===== config.mk =====
export PLATFORM = sky130hd
export DESIGN_NAME = lcd_hd44780_engine_flat
export DESIGN_NICKNAME = d
export VERILOG_FILES = /design/src/rtl/lcd_hd44780_engine_if.sv /design/src/rtl/lcd_hd44780_engine.sv /design/src/flat_wrapper.sv
export SDC_FILE = /design/constraint.sdc
export NUM_CORES = 1
export LEC_CHECK = 0
export ABC_AREA = 1
export CORE_MARGIN = 8
export CORE_UTILIZATION = 56
export DETAILED_ROUTE_END_ITERATION = 8
export PLACE_DENSITY = 0.85
export SYNTH_ARGS = -nofsm -noshare
export SYNTH_HDL_FRONTEND = slang
export SYNTH_SLANG_ARGS = --single-unit

===== constraint.sdc =====
create_clock -name clk -period 2.3 [get_ports clk]
set_input_delay 0.69 -clock clk [delete_from_list [all_inputs] [get_ports clk]]
set_output_delay 0.69 -clock clk [all_outputs]
set_load 0.005 [all_outputs]

===== src/rtl/lcd_hd44780_engine_if.sv =====
// ---------------------------------------------------------------------------
// lcd_hd44780_engine_if
// Write-request channel into the HD44780 engine: one {rs, byte} per accepted
// valid/ready handshake.
//   wr_valid  master->slave  write request
//   wr_ready  slave->master  engine FIFO can take another entry
//   wr_rs     master->slave  0 = command, 1 = data
//   wr_data   master->slave  byte to write
// ---------------------------------------------------------------------------
interface lcd_hd44780_engine_if;
  logic       wr_valid;
  logic       wr_ready;
  logic       wr_rs;
  logic [7:0] wr_data;

  modport master (output wr_valid, output wr_rs, output wr_data, input wr_ready);
  modport slave  (input wr_valid, input wr_rs, input wr_data, output wr_ready);
endinterface


===== src/rtl/lcd_hd44780_engine.sv =====
// ---------------------------------------------------------------------------
// lcd_hd44780_engine
// Write-only HD44780 driver: queues {rs,byte} writes, runs the power-on init
// sequence, then serialises each byte onto a 4- or 8-bit bus with timed EN
// strobes followed by a per-command settle delay.
// Ports:
//   clk, rst_n   clock; asynchronous active-low reset (release is expected
//                to be synchronous to clk, provided by the reset generator)
//   wr           slave side of the write channel (valid/ready/rs/data)
//   fifo_level   entries currently queued
//   init_done    init sequence complete, sticky until reset
//   idle         init done, FIFO empty and engine waiting for work
//   lcd_rs/rw/en/data  LCD pins; in 4-bit mode lcd_data maps to D7..D4
// ---------------------------------------------------------------------------
module lcd_hd44780_engine #(
  parameter int BUS_WIDTH   = 4,
  parameter int LINES       = 2,
  parameter int FIFO_DEPTH  = 16,
  parameter int EN_CYC      = 14,
  parameter int SHORT_CYC   = 1080,
  parameter int LONG_CYC    = 44280,
  parameter int POWERON_CYC = 405000
) (
  input  logic                          clk,
  input  logic                          rst_n,
  lcd_hd44780_engine_if.slave           wr,
  output logic [$clog2(FIFO_DEPTH):0]   fifo_level,
  output logic                          init_done,
  output logic                          idle,
  output logic                          lcd_rs,
  output logic                          lcd_rw,
  output logic                          lcd_en,
  output logic [BUS_WIDTH-1:0]          lcd_data
);

  if (!(BUS_WIDTH == 4 || BUS_WIDTH == 8)) begin : g_bad_width
    $error("lcd_hd44780_engine: BUS_WIDTH must be 4 or 8");
  end

  localparam int AW      = $clog2(FIFO_DEPTH);
  localparam int LW      = AW + 1;
  localparam int MAX_A   = (POWERON_CYC > LONG_CYC) ? POWERON_CYC : LONG_CYC;
  localparam int MAX_B   = (SHORT_CYC > EN_CYC) ? SHORT_CYC : EN_CYC;
  localparam int MAX_CYC = (MAX_A > MAX_B) ? MAX_A : MAX_B;
  localparam int CW      = $clog2(MAX_CYC + 1);
  localparam int INIT_N  = (BUS_WIDTH == 8) ? 7 : 8;

  typedef enum logic [2:0] {
    PWR_WAIT = 3'd0, INIT = 3'd1, IDLE = 3'd2, SETUP = 3'd3,
    EN_HI = 3'd4, EN_LO = 3'd5, SETTLE = 3'd6
  } state_t;

  // Init ROM entry: {single_strobe, long_settle, byte}. Single-strobe items in
  // 4-bit mode carry their nibble in the high half so it goes out first.
  function automatic logic [9:0] init_rom(input logic [3:0] idx);
    logic [7:0] fs;
    logic [9:0] item;
    fs = {3'b001, (BUS_WIDTH == 8), (LINES == 2), 3'b000};
    if (BUS_WIDTH == 8) begin
      case (idx)
        4'd0:    item = {1'b1, 1'b1, 8'h30};
        4'd1:    item = {1'b1, 1'b1, 8'h30};
        4'd2:    item = {1'b1, 1'b0, 8'h30};
        4'd3:    item = {1'b0, 1'b0, fs};
        4'd4:    item = {1'b0, 1'b0, 8'h0C};
        4'd5:    item = {1'b0, 1'b1, 8'h01};
        4'd6:    item = {1'b0, 1'b0, 8'h06};
        default: item = {1'b0, 1'b0, 8'h00};
      endcase
    end else begin
      case (idx)
        4'd0:    item = {1'b1, 1'b1, 8'h30};
        4'd1:    item = {1'b1, 1'b1, 8'h30};
        4'd2:    item = {1'b1, 1'b0, 8'h30};
        4'd3:    item = {1'b1, 1'b0, 8'h20};
        4'd4:    item = {1'b0, 1'b0, fs};
        4'd5:    item = {1'b0, 1'b0, 8'h0C};
        4'd6:    item = {1'b0, 1'b1, 8'h01};
        4'd7:    item = {1'b0, 1'b0, 8'h06};
        default: item = {1'b0, 1'b0, 8'h00};
      endcase
    end
    return item;
  endfunction

  state_t          state_r, state_nxt_s;
  logic [CW-1:0]   cnt_r, cnt_nxt_s;
  logic [7:0]      byte_r, byte_nxt_s;
  logic            rs_r, rs_nxt_s;
  logic            two_r, two_nxt_s;     // item needs a second (low) nibble
  logic            lo_r, lo_nxt_s;       // currently strobing the low nibble
  logic            long_r, long_nxt_s;
  logic [3:0]      idx_r, idx_nxt_s;
  logic            done_r, done_nxt_s;
  logic [8:0]      mem_r [FIFO_DEPTH];
  logic [AW-1:0]   wptr_r, rptr_r;
  logic [LW-1:0]   count_r, count_nxt_s;
  logic            push_s, pop_s;
  logic [8:0]      head_s;
  logic [9:0]      rom_s;
  logic [7:0]      bus_s;
  logic            rs_out_nxt_s;
  logic            idle_r;
  logic            lcd_rs_r, lcd_en_r;
  logic [BUS_WIDTH-1:0] lcd_data_r;

  assign head_s      = mem_r[rptr_r];
  assign push_s      = wr.wr_valid && (count_r != LW'(FIFO_DEPTH));
  assign wr.wr_ready = (count_r != LW'(FIFO_DEPTH));
  assign fifo_level  = count_r;
  assign init_done   = done_r;
  assign idle        = idle_r;
  assign lcd_rs      = lcd_rs_r;
  assign lcd_rw      = 1'b0;
  assign lcd_en      = lcd_en_r;
  assign lcd_data    = lcd_data_r;

  // FIFO storage; flushing is done through the pointers, not the array.
  always_ff @(posedge clk) begin
    if (push_s) mem_r[wptr_r] <= {wr.wr_rs, wr.wr_data};
  end

  // Next-state, FIFO bookkeeping and next values of the registered pins.
  always_comb begin
    state_nxt_s = state_r;
    cnt_nxt_s   = cnt_r;
    byte_nxt_s  = byte_r;
    rs_nxt_s    = rs_r;
    two_nxt_s   = two_r;
    lo_nxt_s    = lo_r;
    long_nxt_s  = long_r;
    idx_nxt_s   = idx_r;
    done_nxt_s  = done_r;
    pop_s       = 1'b0;
    rom_s       = init_rom(idx_r);
    case (state_r)
      PWR_WAIT: begin
        if (cnt_r == CW'(0)) state_nxt_s = INIT;
        else                 cnt_nxt_s   = cnt_r - CW'(1);
      end
      INIT: begin
        byte_nxt_s  = rom_s[7:0];
        long_nxt_s  = rom_s[8];
        two_nxt_s   = (BUS_WIDTH == 4) && !rom_s[9];
        rs_nxt_s    = 1'b0;
        lo_nxt_s    = 1'b0;
        idx_nxt_s   = idx_r + 4'd1;
        state_nxt_s = SETUP;
      end
      IDLE: begin
        if (done_r && (count_r != LW'(0))) begin
          pop_s       = 1'b1;
          rs_nxt_s    = head_s[8];
          byte_nxt_s  = head_s[7:0];
          // clear / home (0x01..0x03) need the long settle
          long_nxt_s  = !head_s[8] && (head_s[7:0] == 8'h01 || head_s[7:0] == 8'h02 ||
                                       head_s[7:0] == 8'h03);
          two_nxt_s   = (BUS_WIDTH == 4);
          lo_nxt_s    = 1'b0;
          state_nxt_s = SETUP;
        end else begin
          state_nxt_s = IDLE;
        end
      end
      SETUP: begin
        cnt_nxt_s   = CW'(EN_CYC - 1);
        state_nxt_s = EN_HI;
      end
      EN_HI: begin
        if (cnt_r == CW'(0)) begin
          cnt_nxt_s   = CW'(EN_CYC - 1);
          state_nxt_s = EN_LO;
        end else begin
          cnt_nxt_s = cnt_r - CW'(1);
        end
      end
      EN_LO: begin
        if (cnt_r != CW'(0)) begin
          cnt_nxt_s = cnt_r - CW'(1);
        end else if (two_r && !lo_r) begin
          lo_nxt_s    = 1'b1;
          state_nxt_s = SETUP;
        end else begin
          cnt_nxt_s   = long_r ? CW'(LONG_CYC - 1) : CW'(SHORT_CYC - 1);
          state_nxt_s = SETTLE;
        end
      end
      SETTLE: begin
        if (cnt_r != CW'(0)) begin
          cnt_nxt_s = cnt_r - CW'(1);
        end else if (done_r) begin
          state_nxt_s = IDLE;
        end else if (idx_r == 4'(INIT_N)) begin
          done_nxt_s  = 1'b1;
          state_nxt_s = IDLE;
        end else begin
          state_nxt_s = INIT;
        end
      end
      default: begin
        cnt_nxt_s   = CW'(POWERON_CYC - 1);
        state_nxt_s = PWR_WAIT;
      end
    endcase

    case ({push_s, pop_s})
      2'b10:   count_nxt_s = count_r + LW'(1);
      2'b01:   count_nxt_s = count_r - LW'(1);
      default: count_nxt_s = count_r;
    endcase

    // Bus is driven only while a strobe is in progress; rs keeps its last value.
    if (state_nxt_s == SETUP || state_nxt_s == EN_HI || state_nxt_s == EN_LO) begin
      if (BUS_WIDTH == 8) bus_s = byte_nxt_s;
      else if (lo_nxt_s)  bus_s = {4'h0, byte_nxt_s[3:0]};
      else                bus_s = {4'h0, byte_nxt_s[7:4]};
      rs_out_nxt_s = rs_nxt_s;
    end else begin
      bus_s        = 8'h00;
      rs_out_nxt_s = lcd_rs_r;
    end
  end

  // State, counters, FIFO pointers and registered outputs.
  always_ff @(posedge clk or negedge rst_n) begin
    if (!rst_n) begin
      state_r    <= PWR_WAIT;
      cnt_r      <= CW'(POWERON_CYC - 1);
      byte_r     <= 8'h00;
      rs_r       <= 1'b0;
      two_r      <= 1'b0;
      lo_r       <= 1'b0;
      long_r     <= 1'b0;
      idx_r      <= 4'd0;
      done_r     <= 1'b0;
      wptr_r     <= '0;
      rptr_r     <= '0;
      count_r    <= '0;
      idle_r     <= 1'b0;
      lcd_rs_r   <= 1'b0;
      lcd_en_r   <= 1'b0;
      lcd_data_r <= '0;
    end else begin
      state_r    <= state_nxt_s;
      cnt_r      <= cnt_nxt_s;
      byte_r     <= byte_nxt_s;
      rs_r       <= rs_nxt_s;
      two_r      <= two_nxt_s;
      lo_r       <= lo_nxt_s;
      long_r     <= long_nxt_s;
      idx_r      <= idx_nxt_s;
      done_r     <= done_nxt_s;
      if (push_s) wptr_r <= wptr_r + AW'(1);
      if (pop_s)  rptr_r <= rptr_r + AW'(1);
      count_r    <= count_nxt_s;
      idle_r     <= done_nxt_s && (state_nxt_s == IDLE) && (count_nxt_s == LW'(0));
      lcd_rs_r   <= rs_out_nxt_s;
      lcd_en_r   <= (state_nxt_s == EN_HI);
      lcd_data_r <= bus_s[BUS_WIDTH-1:0];
    end
  end

endmodule


===== src/flat_wrapper.sv =====
// flat-port wrapper written by rule: the top's interface ports become plain ports
module lcd_hd44780_engine_flat 
#(
  parameter int BUS_WIDTH   = 4,
  parameter int LINES       = 2,
  parameter int FIFO_DEPTH  = 16,
  parameter int EN_CYC      = 14,
  parameter int SHORT_CYC   = 1080,
  parameter int LONG_CYC    = 44280,
  parameter int POWERON_CYC = 405000
)
  (clk, rst_n, fifo_level, init_done, idle, lcd_rs, lcd_rw, lcd_en, lcd_data, wr_wr_valid, wr_wr_rs, wr_wr_data, wr_wr_ready);
  lcd_hd44780_engine_if wr_i ();
  input  logic clk;
  input  logic rst_n;
  output logic [$clog2(FIFO_DEPTH):0] fifo_level;
  output logic init_done;
  output logic idle;
  output logic lcd_rs;
  output logic lcd_rw;
  output logic lcd_en;
  output logic [BUS_WIDTH-1:0] lcd_data;
  input wire logic [$bits(wr_i.wr_valid)-1:0] wr_wr_valid;
  input wire logic [$bits(wr_i.wr_rs)-1:0] wr_wr_rs;
  input wire logic [$bits(wr_i.wr_data)-1:0] wr_wr_data;
  output wire logic [$bits(wr_i.wr_ready)-1:0] wr_wr_ready;
  assign wr_i.wr_valid = wr_wr_valid;
  assign wr_i.wr_rs = wr_wr_rs;
  assign wr_i.wr_data = wr_wr_data;
  assign wr_wr_ready = wr_i.wr_ready;
  lcd_hd44780_engine #(.BUS_WIDTH(BUS_WIDTH), .LINES(LINES), .FIFO_DEPTH(FIFO_DEPTH), .EN_CYC(EN_CYC), .SHORT_CYC(SHORT_CYC), .LONG_CYC(LONG_CYC), .POWERON_CYC(POWERON_CYC)) u_core (.clk(clk), .rst_n(rst_n), .wr(wr_i), .fifo_level(fifo_level), .init_done(init_done), .idle(idle), .lcd_rs(lcd_rs), .lcd_rw(lcd_rw), .lcd_en(lcd_en), .lcd_data(lcd_data));
endmodule

**Yosys cells after proc, flatten, opt, wreduce, memory -nomap -nowiden**

Memory sizes are Yosys's and may differ from the RTL's.
Index checks and enable logic that the tools add are counted.

- Flip-flop bits (word level): 59
- Memory bits (writable): 144
- Bits in read-only memories: 64
- Input bits: 12
- Output and inout port bits: 15
- Memories: 2

Memories:

| name | depth | bits a word | read ports | clocked after Yosys merged registers in | wr ports | line | source |
|---|---|---|---|---|---|---|---|
| u_core.mem_r | 16 | 9 | 1 | 0 | 1 | lcd_hd44780_engine.sv:95 | `logic [8:0] mem_r [FIFO_DEPTH];` |
| (name not given) | 8 | 8 | 1 | 0 | 0 | lcd_hd44780_engine.sv:71 | `case (idx)` |

- Add/subtract/negate cells: 6
- Equality and inequality tests: 21
- Muxes and demuxes: 40
- Bitwise operators: 1
- Reduce and logical (&&, ||, !) cells: 22

Operator list:

| operator | number |
|---|---|
| $pmux 19 s6 | 1 |
| $mux 19 | 5 |
| $pmux 3 s7 | 1 |
| $logic_not 19->1 | 1 |
| $reduce_bool 19->1 | 1 |
| $sub 19x1->19 const B | 1 |
| $mux 3 | 6 |
| $eq 8x2->1 const B | 2 |
| $mux 16 | 1 |
| $pmux 8 s2 | 1 |
| $eq 3x3->1 const B | 5 |
| $mux 1 | 15 |
| $add 4x1->4 const B | 3 |
| $eq 3x2->1 const B | 4 |
| $mux 10 | 1 |
| $pmux 5 s2 | 1 |
| $eq 8x1->1 const B | 1 |
| $mux 4 | 2 |
| $mux 8 | 1 |
| $logic_and 1x1->1 | 6 |
| $pmux 1 s2 | 3 |
| $add 5x1->5 const B | 1 |
| $logic_not 5->1 | 1 |
| $ne 5x5->1 const B | 1 |
| other kinds (19) | 25 |

**Longest topological paths before layout**

Gate-level depths: netlist of run 1.

- Depth after elaboration: 9
- Mapped depth: 18

**Worst setup path before layout of run 1**

Ideal clock, no wire load.

- Path kind: register -> register
- Start: reg u_core.count_r[0], in the netlist u_core.fifo_level[0]
- End: reg u_core.idle_r, in the netlist u_core.idle
- Arrival time: 2.432 ns
- Path slack: -0.201 ns
- Stages on the path, launching flop included: 18
- Cell sequence: dfrtp_1 nor2_1 nand4_1 nand3_2 inv_2 buf_4 ha_1 xor2_1 ha_1 inv_1 nand2_1 a31oi_1 inv_1 nand2_1 nand2_1 a21boi_0 nand3b_1 nor2_2

- Longest elaborated chain between the ends: 8

Ends and longest elaborated chain:

| what | line | source |
|---|---|---|
| start, declared | lcd_hd44780_engine.sv:97 | `logic [LW-1:0] count_r, count_nxt_s;` |
| start signal, assigned | lcd_hd44780_engine.sv:255 | `count_r <= count_nxt_s;` |
| $reduce_bool 5->1 (*) | lcd_hd44780_engine.sv:151 | `if (done_r && (count_r != LW'(0))) begin` |
| $logic_and 1x1->1 (*) | lcd_hd44780_engine.sv:151 |  |
| $mux 1 (*) | lcd_hd44780_engine.sv:151 |  |
| $mux 1 (*) | lcd_hd44780_engine.sv:136 | `case (state_r)` |
| named net u_core.pop_s | lcd_hd44780_engine.sv:98 | `logic push_s, pop_s;` |
| $eq 2x1->1 or $eq 2x2->1 (tied branches) | lcd_hd44780_engine.sv:206 | `case ({push_s, pop_s})` |
| $pmux 5 s2 (*) | lcd_hd44780_engine.sv:206 |  |
| $logic_not 5->1 (*) | lcd_hd44780_engine.sv:256 | `idle_r <= done_nxt_s && (state_nxt_s == IDLE) && (count_nxt_s == LW'(0));` |
| $logic_and 1x1->1 (*) | lcd_hd44780_engine.sv:256 |  |
| end signal, assigned | lcd_hd44780_engine.sv:256 |  |
| end, declared | lcd_hd44780_engine.sv:103 | `logic idle_r;` |

The timed path passes the listed nets; every way through them passes the cells marked *.
A chain may end at the register's enable or synchronous reset.

**Worst setup path in the final report of run 1**

- Start: reg u_core.count_r[4], in the netlist u_core.fifo_level[4]
- End: out fifo_level[4]

RTL lines:

| what | line | source |
|---|---|---|
| end, declared | flat_wrapper.sv:16 | `output logic [$clog2(FIFO_DEPTH):0] fifo_level;` |

No word-level cell between the ends.

==> metrics.yaml, run 1 <==
status: "finished, final reports clean"
async_reset_ff_share_pct: 29.06
num_rows: 48
cp.arrival_ns: 1.55
synth_top_area_share_pct: 44.39
power.leakage_nw: 4.787
min_period_over_period_pct: 97.23
wirelength_mm: 21.64
setup_slack_ns: 0.06381
hold_viol_final: 0
wl_per_cell_um: 16.54
synth_edf_count: 144
yosysWarnings: 0
synth_nets: 1019
worst_hold_path_type: "primary input to async pin"
pwr-share-seq_pct: 48.6
drv_cap: 0
seq_area_frac_synth_pct: 59.67
power_mw: 9.005
cts_buffer_depth: 3
cts_sinks: 203
p_int_mw: 6.776
io_pins: 27
crit_type: "flop to primary output"
combPwrFrac_pct: 13.5
cts_htree_levels: 1
drtIter0Drc: 621
whs_ns: 0.1336
cts_made_buffers: 22
cts_tree: "yes"
path_max_fanout: 3
placement.io_buffers: 25
dp.final_hpwl_mm: 14.01
irDropWorstVdd_v: 0.0006752
fin_util_pct: 66.07
initial_utilization_pct: 56.71
syn_to_final_growth_pct: 16.51
synth_cell_type_count: 47
insertion_delay_ns: 0.51
synth_seq_cells: 203
antenna-diode-count: 0
grt_max_degree: 42
ant_nets: 0
fin_skew_ns: 0.01935
drive_above_1_share_pct: 17.36
p_sw_mw: 2.229
finalSetupViolCount: 0
core_um2: 17180
power_per_cell_area_nw_per_um2: 793.5
first_global_vias: 6866
firstDrtPassIters: 5
crit_required_ns: 1.61
synth_area_leader_cell: "edfxtp_1"
netlist_top_cells_area: "edfxtp_1 (44%), dfrtp_1 (13%), nand2_1 (9.4%)"
placedInstanceArea_um2: 10480
pwr-share-clk_pct: 37.9
antenna_found_initial: 0
max_freq_ghz: 0.4472
post-place-ws_ns: -0.4445
relSlewSlack_pct: 58.72
drc: 0
nets: 1095
fp.dieH_um: 147.9
synth_commonest_cells: "nand2_1 (245), edfxtp_1 (144), nor2_1 (103)"
path_clk_slew_ns: 0.06
die_area_um2: 21870
synth_cells: 991
fin_area_um2: 11350
sw_frac_of_total_pct: 24.75
crit_path_end_kind: "primary output"
slew_viol_final: 0
synth_ff_type: "edfxtp_1"
avgSynthCellArea_um2: 9.829
synth.most_common_cell: "nand2_1"
die_w_um: 147.9
period_minus_slack_ns: 2.236
syn_area_um2: 9741
rsz0062_at_grt: "true"
grt_pass1_wl_mm: 34.46
drt-vias-per-instance: 5.469
vias: 7153
globalplace.congestion: 0.9067
grt.overflow.total: 0
root_buffer: "clkbuf_16"
cp-start-kind: "flop"
worst_slew_pin_slew_ns: 0.6154
grt_use_total_pct: 19.52
==> path summary, 6_finish.rpt <==
kind,from,to,slack [ns],cells past startpoint
setup / recovery,u_core.fifo_level[4],fifo_level[4],0.06,2
hold / removal,rst_n,u_core.cnt_r[16],0.13,1
setup reg to reg,u_core.state_r[0],u_core.idle,0.11,17
hold reg to reg,u_core.byte_r[5],u_core.byte_r[5],0.49,2
max in group asynchronous,rst_n,u_core.rptr_r[0],1.53,2
min in group clk,u_core.byte_r[5],u_core.byte_r[5],0.49,2
==> power by group through the flow <==
stage	clock, mW	combinational, mW	sequential [mW]
after floorplan	0	0.513	4.45
after global placement	0	1.00	4.43
after detailed placement	0	1.04	4.44
after CTS	3.45	1.07	4.37
after global routing	3.59	1.33	4.40
final	3.41	1.21	4.38
==> cell type report <==
class | instances | area, µm²
sequential | 203 | 5813
clock inverter | 8 | 83.83
tap | 225 | 281.5
multi-input combinational | 639 | 3377
inverter | 115 | 435.4
fill | 1273 | 5828
timing repair buffer | 86 | 728.2
clock buffer | 32 | 629.4
==> sequential cells by signal, indices dropped and copies added, names as in the netlist, 3 cells and up <==
signal             count
u_core.byte_r          8
u_core.cnt_r          19
u_core.fifo_level      5
u_core.idx_r           4
u_core.lcd_data        4
u_core.mem_r         144
u_core.rptr_r          4
u_core.state_r         3
u_core.wptr_r          4
==> cell families (layout without fill, tap and decap cells) <==
| family | Yosys count | after routing | synth area share, % |
|---|---|---|---|
| flip-flops | 203 | 203 | 59.67 |
| AO/OA/AOI/OAI | 90 | 90 | 5.665 |
| buffers and inverters | 149 | 241 | 6.692 |
| AND/OR/NAND/NOR | 510 | 510 | 23.91 |
| XOR/XNOR | 22 | 22 | 1.978 |
| adder cells (fa/ha/maj) | 16 | 16 | 2.055 |
| other | 1 | 1 | 0.03850 |
==> cell usage in the layout, fill, tap and decap left out, types with 3 or more instances in the layout <==
master           Yosys  layout
nor2_4               8       9
clkinv_1             4       5
inv_2               13      14
nand2_2             14      16
xnor2_1              4       4
nand4_1              6       6
a22oi_1              5       5
clkdlybuf4s50_1      0      22
clkbuf_1             4       7
edfxtp_1           144     144
o21ai_2              3       3
dfstp_2              9       9
nor3_1               5       5
clkinv_2             1       4
buf_4               11      60
nand3_1             98      98
ha_1                16      13
nand3b_1             5       5
nor2_1             103     102
nor2_2               8       8
nand2_4              6       7
xor2_1              18      16
o211ai_1            10      10
nand2_1            245     242
o21ai_0             38      37
o21ai_1             13      14
dfrtp_1             50      49
clkbuf_16            0      23
nand3_2              5       5
a21oi_1              8       7
a31oi_1              5       4
inv_1               96      95
==> routing by layer <==
layer | global-route usage [%] | up-vias | routed length, µm
met1 | 24.72 | 3382 | 8866
met5 | 0 | - | 0
met4 | 9.026 | 0 | 799
met2 | 32.36 | 292 | 10490
li1 | - | 3408 | -
met3 | 3.179 | 71 | 1481
==> what timing repair did <==
action	in CTS	in global routing
hold buffers	0	0
setup buffers	0	10
endpoints found under the setup margin	2	3
resized for setup	2	18
pin swaps	1	15
endpoints found under the hold margin	0	0
==> critical path, stage by stage (launching register included) <==
cell and delay, ns:
dfrtp_1 0.39, buf_4 0.14, clkdlybuf4s50_1 0.50
==> metrics by stage <==
stage	cells	setup TNS (ns)
global route	1308	-0.06547
global placement	1258	-5.955
finish	1308	0
CTS	1298	0
detailed placement	1258	-12.95
floorplan	991	-0.02172
No activity file was read; power rests on OpenSTA's default activity.
==> inputs of run 2 (changes only) <==
--- a/config.mk
+++ b/config.mk
@@ -10,3 +10,5 @@
 export CORE_UTILIZATION = 56
+export CTS_CLUSTER_SIZE = 40
 export DETAILED_ROUTE_END_ITERATION = 8
+export GPL_ROUTABILITY_DRIVEN = 0
 export PLACE_DENSITY = 0.85
==> constraint.sdc (replaced) <==
create_clock -name clk -period 2.3 [get_ports clk]
set_input_delay 0.345 -clock clk [delete_from_list [all_inputs] [get_ports clk]]
set_output_delay 0.345 -clock clk [all_outputs]
set_load 0.005 [all_outputs]
==> run 2 against run 1 <==
Against the previous run: largest power group unchanged; die area did not move; sequential share of layout area rose by 0.75 points; sequential cell count did not move; global-route usage rose by 0.64 points; utilization fell by 0.95 points.
==> metrics.yaml, run 2 (same netlist as run 1, synthesis figures left out) <==
path_clk_slew_ns: 0.06  # about the same
largest_register_ff_count: 144  # unchanged
cts_tree: "yes"  # unchanged
layout_commonest_cell: "nand2_1"  # unchanged
pwr-share-seq_pct: 50.8  # was 48.6%
drv_cap: 0  # unchanged
status: "finished, final reports clean"  # unchanged
grtUsageMet3_pct: 3.363  # was 3.179%
r2r_slack_ns: 0.06  # was 0.11 ns
root_buffer: "clkbuf_16"  # unchanged
cp-start-kind: "flop"  # unchanged
fp.dieH_um: 147.9  # unchanged
grt_pass1_wl_mm: 35.73  # was 34.46 mm
cts_buffer_depth: 3  # unchanged
irDropWorstVdd_v: 0.0007237  # was 0.0006752 V
path_max_fanout: 5  # was 3
cts_made_buffers: 21  # was 22
setup_tns_ns: 0  # unchanged
wl_per_cell_um: 17.06  # was 16.54 µm
dp_cells: 1250  # was 1258
grt_use_met2_pct: 33.33  # was 32.36%
pwr-share-clk_pct: 36.2  # was 37.9%
first_global_vias: 7137  # was 6866
grt_use_total_pct: 20.16  # was 19.52%
dp.final_hpwl_mm: 14.27  # was 14.01 mm
drtIter0Drc: 726  # was 621
top_register: "u_core.mem_r"  # unchanged
p_int_mw: 6.467  # was 6.776 mW
worst_slew_pin_slew_ns: 0.6437  # was 0.6154 ns
cts_htree_levels: 1  # unchanged
drc: 0  # unchanged
ant_nets: 0  # unchanged
drt-vias-per-instance: 5.527  # was 5.469
reg.largest.list: "u_core.mem_r: 144 flops, u_core.cnt_r: 19 flops, u_core.byte_r: 8 flops"  # unchanged
slew_viol_final: 0  # unchanged
cts_sinks: 203  # unchanged
p_sw_mw: 2.129  # was 2.229 mW
period_minus_slack_ns: 2.243  # was 2.236 ns
final_cell_mix: "nand2_1 (242), edfxtp_1 (144), nor2_1 (101)"  # was nand2_1 (242), edfxtp_1 (144), nor2_1 (102)
io_pins: 27  # unchanged
hold_viol_final: 0  # unchanged
die_area_um2: 21870  # unchanged
worst_hold_path_type: "primary input to async pin"  # unchanged
finalSetupViolCount: 0  # unchanged
antenna-diode-count: 0  # unchanged
relSlewSlack_pct: 57.09  # was 58.72%
die_w_um: 147.9  # unchanged
crit_type: "flop to flop"  # was flop to primary output
placement.io_buffers: 25  # unchanged
initial_utilization_pct: 56.71  # unchanged
sw_frac_of_total_pct: 24.77  # was 24.75%
cp.arrival_ns: 2.62  # was 1.55 ns
fin_skew_ns: 0.01103  # was 0.01935 ns
firstDrtPassIters: 5  # unchanged
max_freq_ghz: 0.4457  # was 0.4472 GHz
syn_to_final_growth_pct: 14.82  # was 16.51%
core_um2: 17180  # unchanged
num_rows: 48  # unchanged
grt.overflow.total: 0  # unchanged
nets: 1082  # was 1095
min_period_over_period_pct: 97.54  # was 97.23%
grt_max_degree: 39  # was 42
crit_path_end_kind: "flop"  # was primary output
rsz0062_at_grt: "true"  # unchanged
vias: 7141  # was 7153
top_usage_layer: "met2"  # unchanged
grtUsageMet1_pct: 25.73  # was 24.72%
wirelength_mm: 22.04  # was 21.64 mm
power_per_cell_area_nw_per_um2: 768.6  # was 793.5 nW/µm²
combPwrFrac_pct: 13.0  # was 13.5%
drive_above_1_share_pct: 15.84  # was 17.36%
fin_cells: 1292  # was 1308
insertion_delay_ns: 0.50  # was 0.51 ns
crit_required_ns: 2.68  # was 1.61 ns
power.leakage_nw: 4.688  # was 4.787 nW
whs_ns: 0.4139  # was 0.1336 ns
fin_util_pct: 65.12  # was 66.07%
antenna_found_initial: 0  # unchanged
## run 2: cell type report
type / instances / area (µm²)
tap: 225 / 281.5
clock buffer: 24 / 536.8
sequential: 203 / 5813
timing repair buffer: 74 / 669.4
multi-input combinational: 639 / 3367
clock inverter: 12 / 81.33
inverter: 115 / 435.4
fill: 1283 / 5992
## run 2: power groups by stage
stage	logic (mW)	clock network, mW	registers (mW)
detailed placement	1.01	0	4.44
global placement	0.973	0	4.42
floorplan	0.513	0	4.45
global route	1.23	3.30	4.40
CTS	1.02	3.14	4.37
finish	1.12	3.11	4.37
## run 2: per-layer routing
metal	part of all wire, %	wire [µm]	vias to the layer above
li1	-	-	3378
met1	40	8867	3373
met2	49	10900	327
met3	7.1	1568	63
met4	3.2	711	0
met5	0	0	-
## run 2: worst max-delay path: stages, from the launching register on
cell and delay (ns):
dfrtp_1 0.40, inv_2 0.10, nand2_2 0.07, nor2_4 0.12, nand3_2 0.10, inv_2 0.10, ha_4 0.16, buf_4 0.14
xor2_4 0.25, nand3_1 0.12, nand3_1 0.10, xor2_1 0.16, nand2_1 0.07, nand2_1 0.10, nor2_2 0.05, nand2_1 0.07
nor2_2 0.03
## run 2: stage by stage
| step | instance area, µm² | power, mW | worst slack [ns] |
|---|---|---|---|
| after global placement | 10450 | 5.397 | -0.007338 |
| after floorplan | 9767 | 4.960 | -0.02172 |
| final | 11180 | 8.596 | 0.05651 |
| after detailed placement | 10450 | 5.448 | -0.09036 |
| after CTS | 11080 | 8.526 | 0.002015 |
| after global routing | 11180 | 8.923 | -0.06550 |
## run 2: what timing repair did
item / 4_1_cts / 5_1_grt
buffers inserted: 0 / 5
pin swaps: 1 / 10
resized for setup: 0 / 18
endpoints found under the setup margin: 1 / 2
hold endpoints to repair: 20 / 0
hold buffers: 1 / 0
## run 2: final timing paths
check / depth (start not counted) / start / end
setup / recovery: 16 / u_core.state_r[0] / u_core.idle
hold / removal: 2 / rst_n / u_core.cnt_r[16]
setup reg to reg: 16 / u_core.state_r[0] / u_core.idle
hold reg to reg: 2 / u_core.byte_r[5] / u_core.byte_r[5]
max in group asynchronous: 3 / rst_n / u_core.cnt_r[0]
min in group clk: 2 / u_core.byte_r[5] / u_core.byte_r[5]
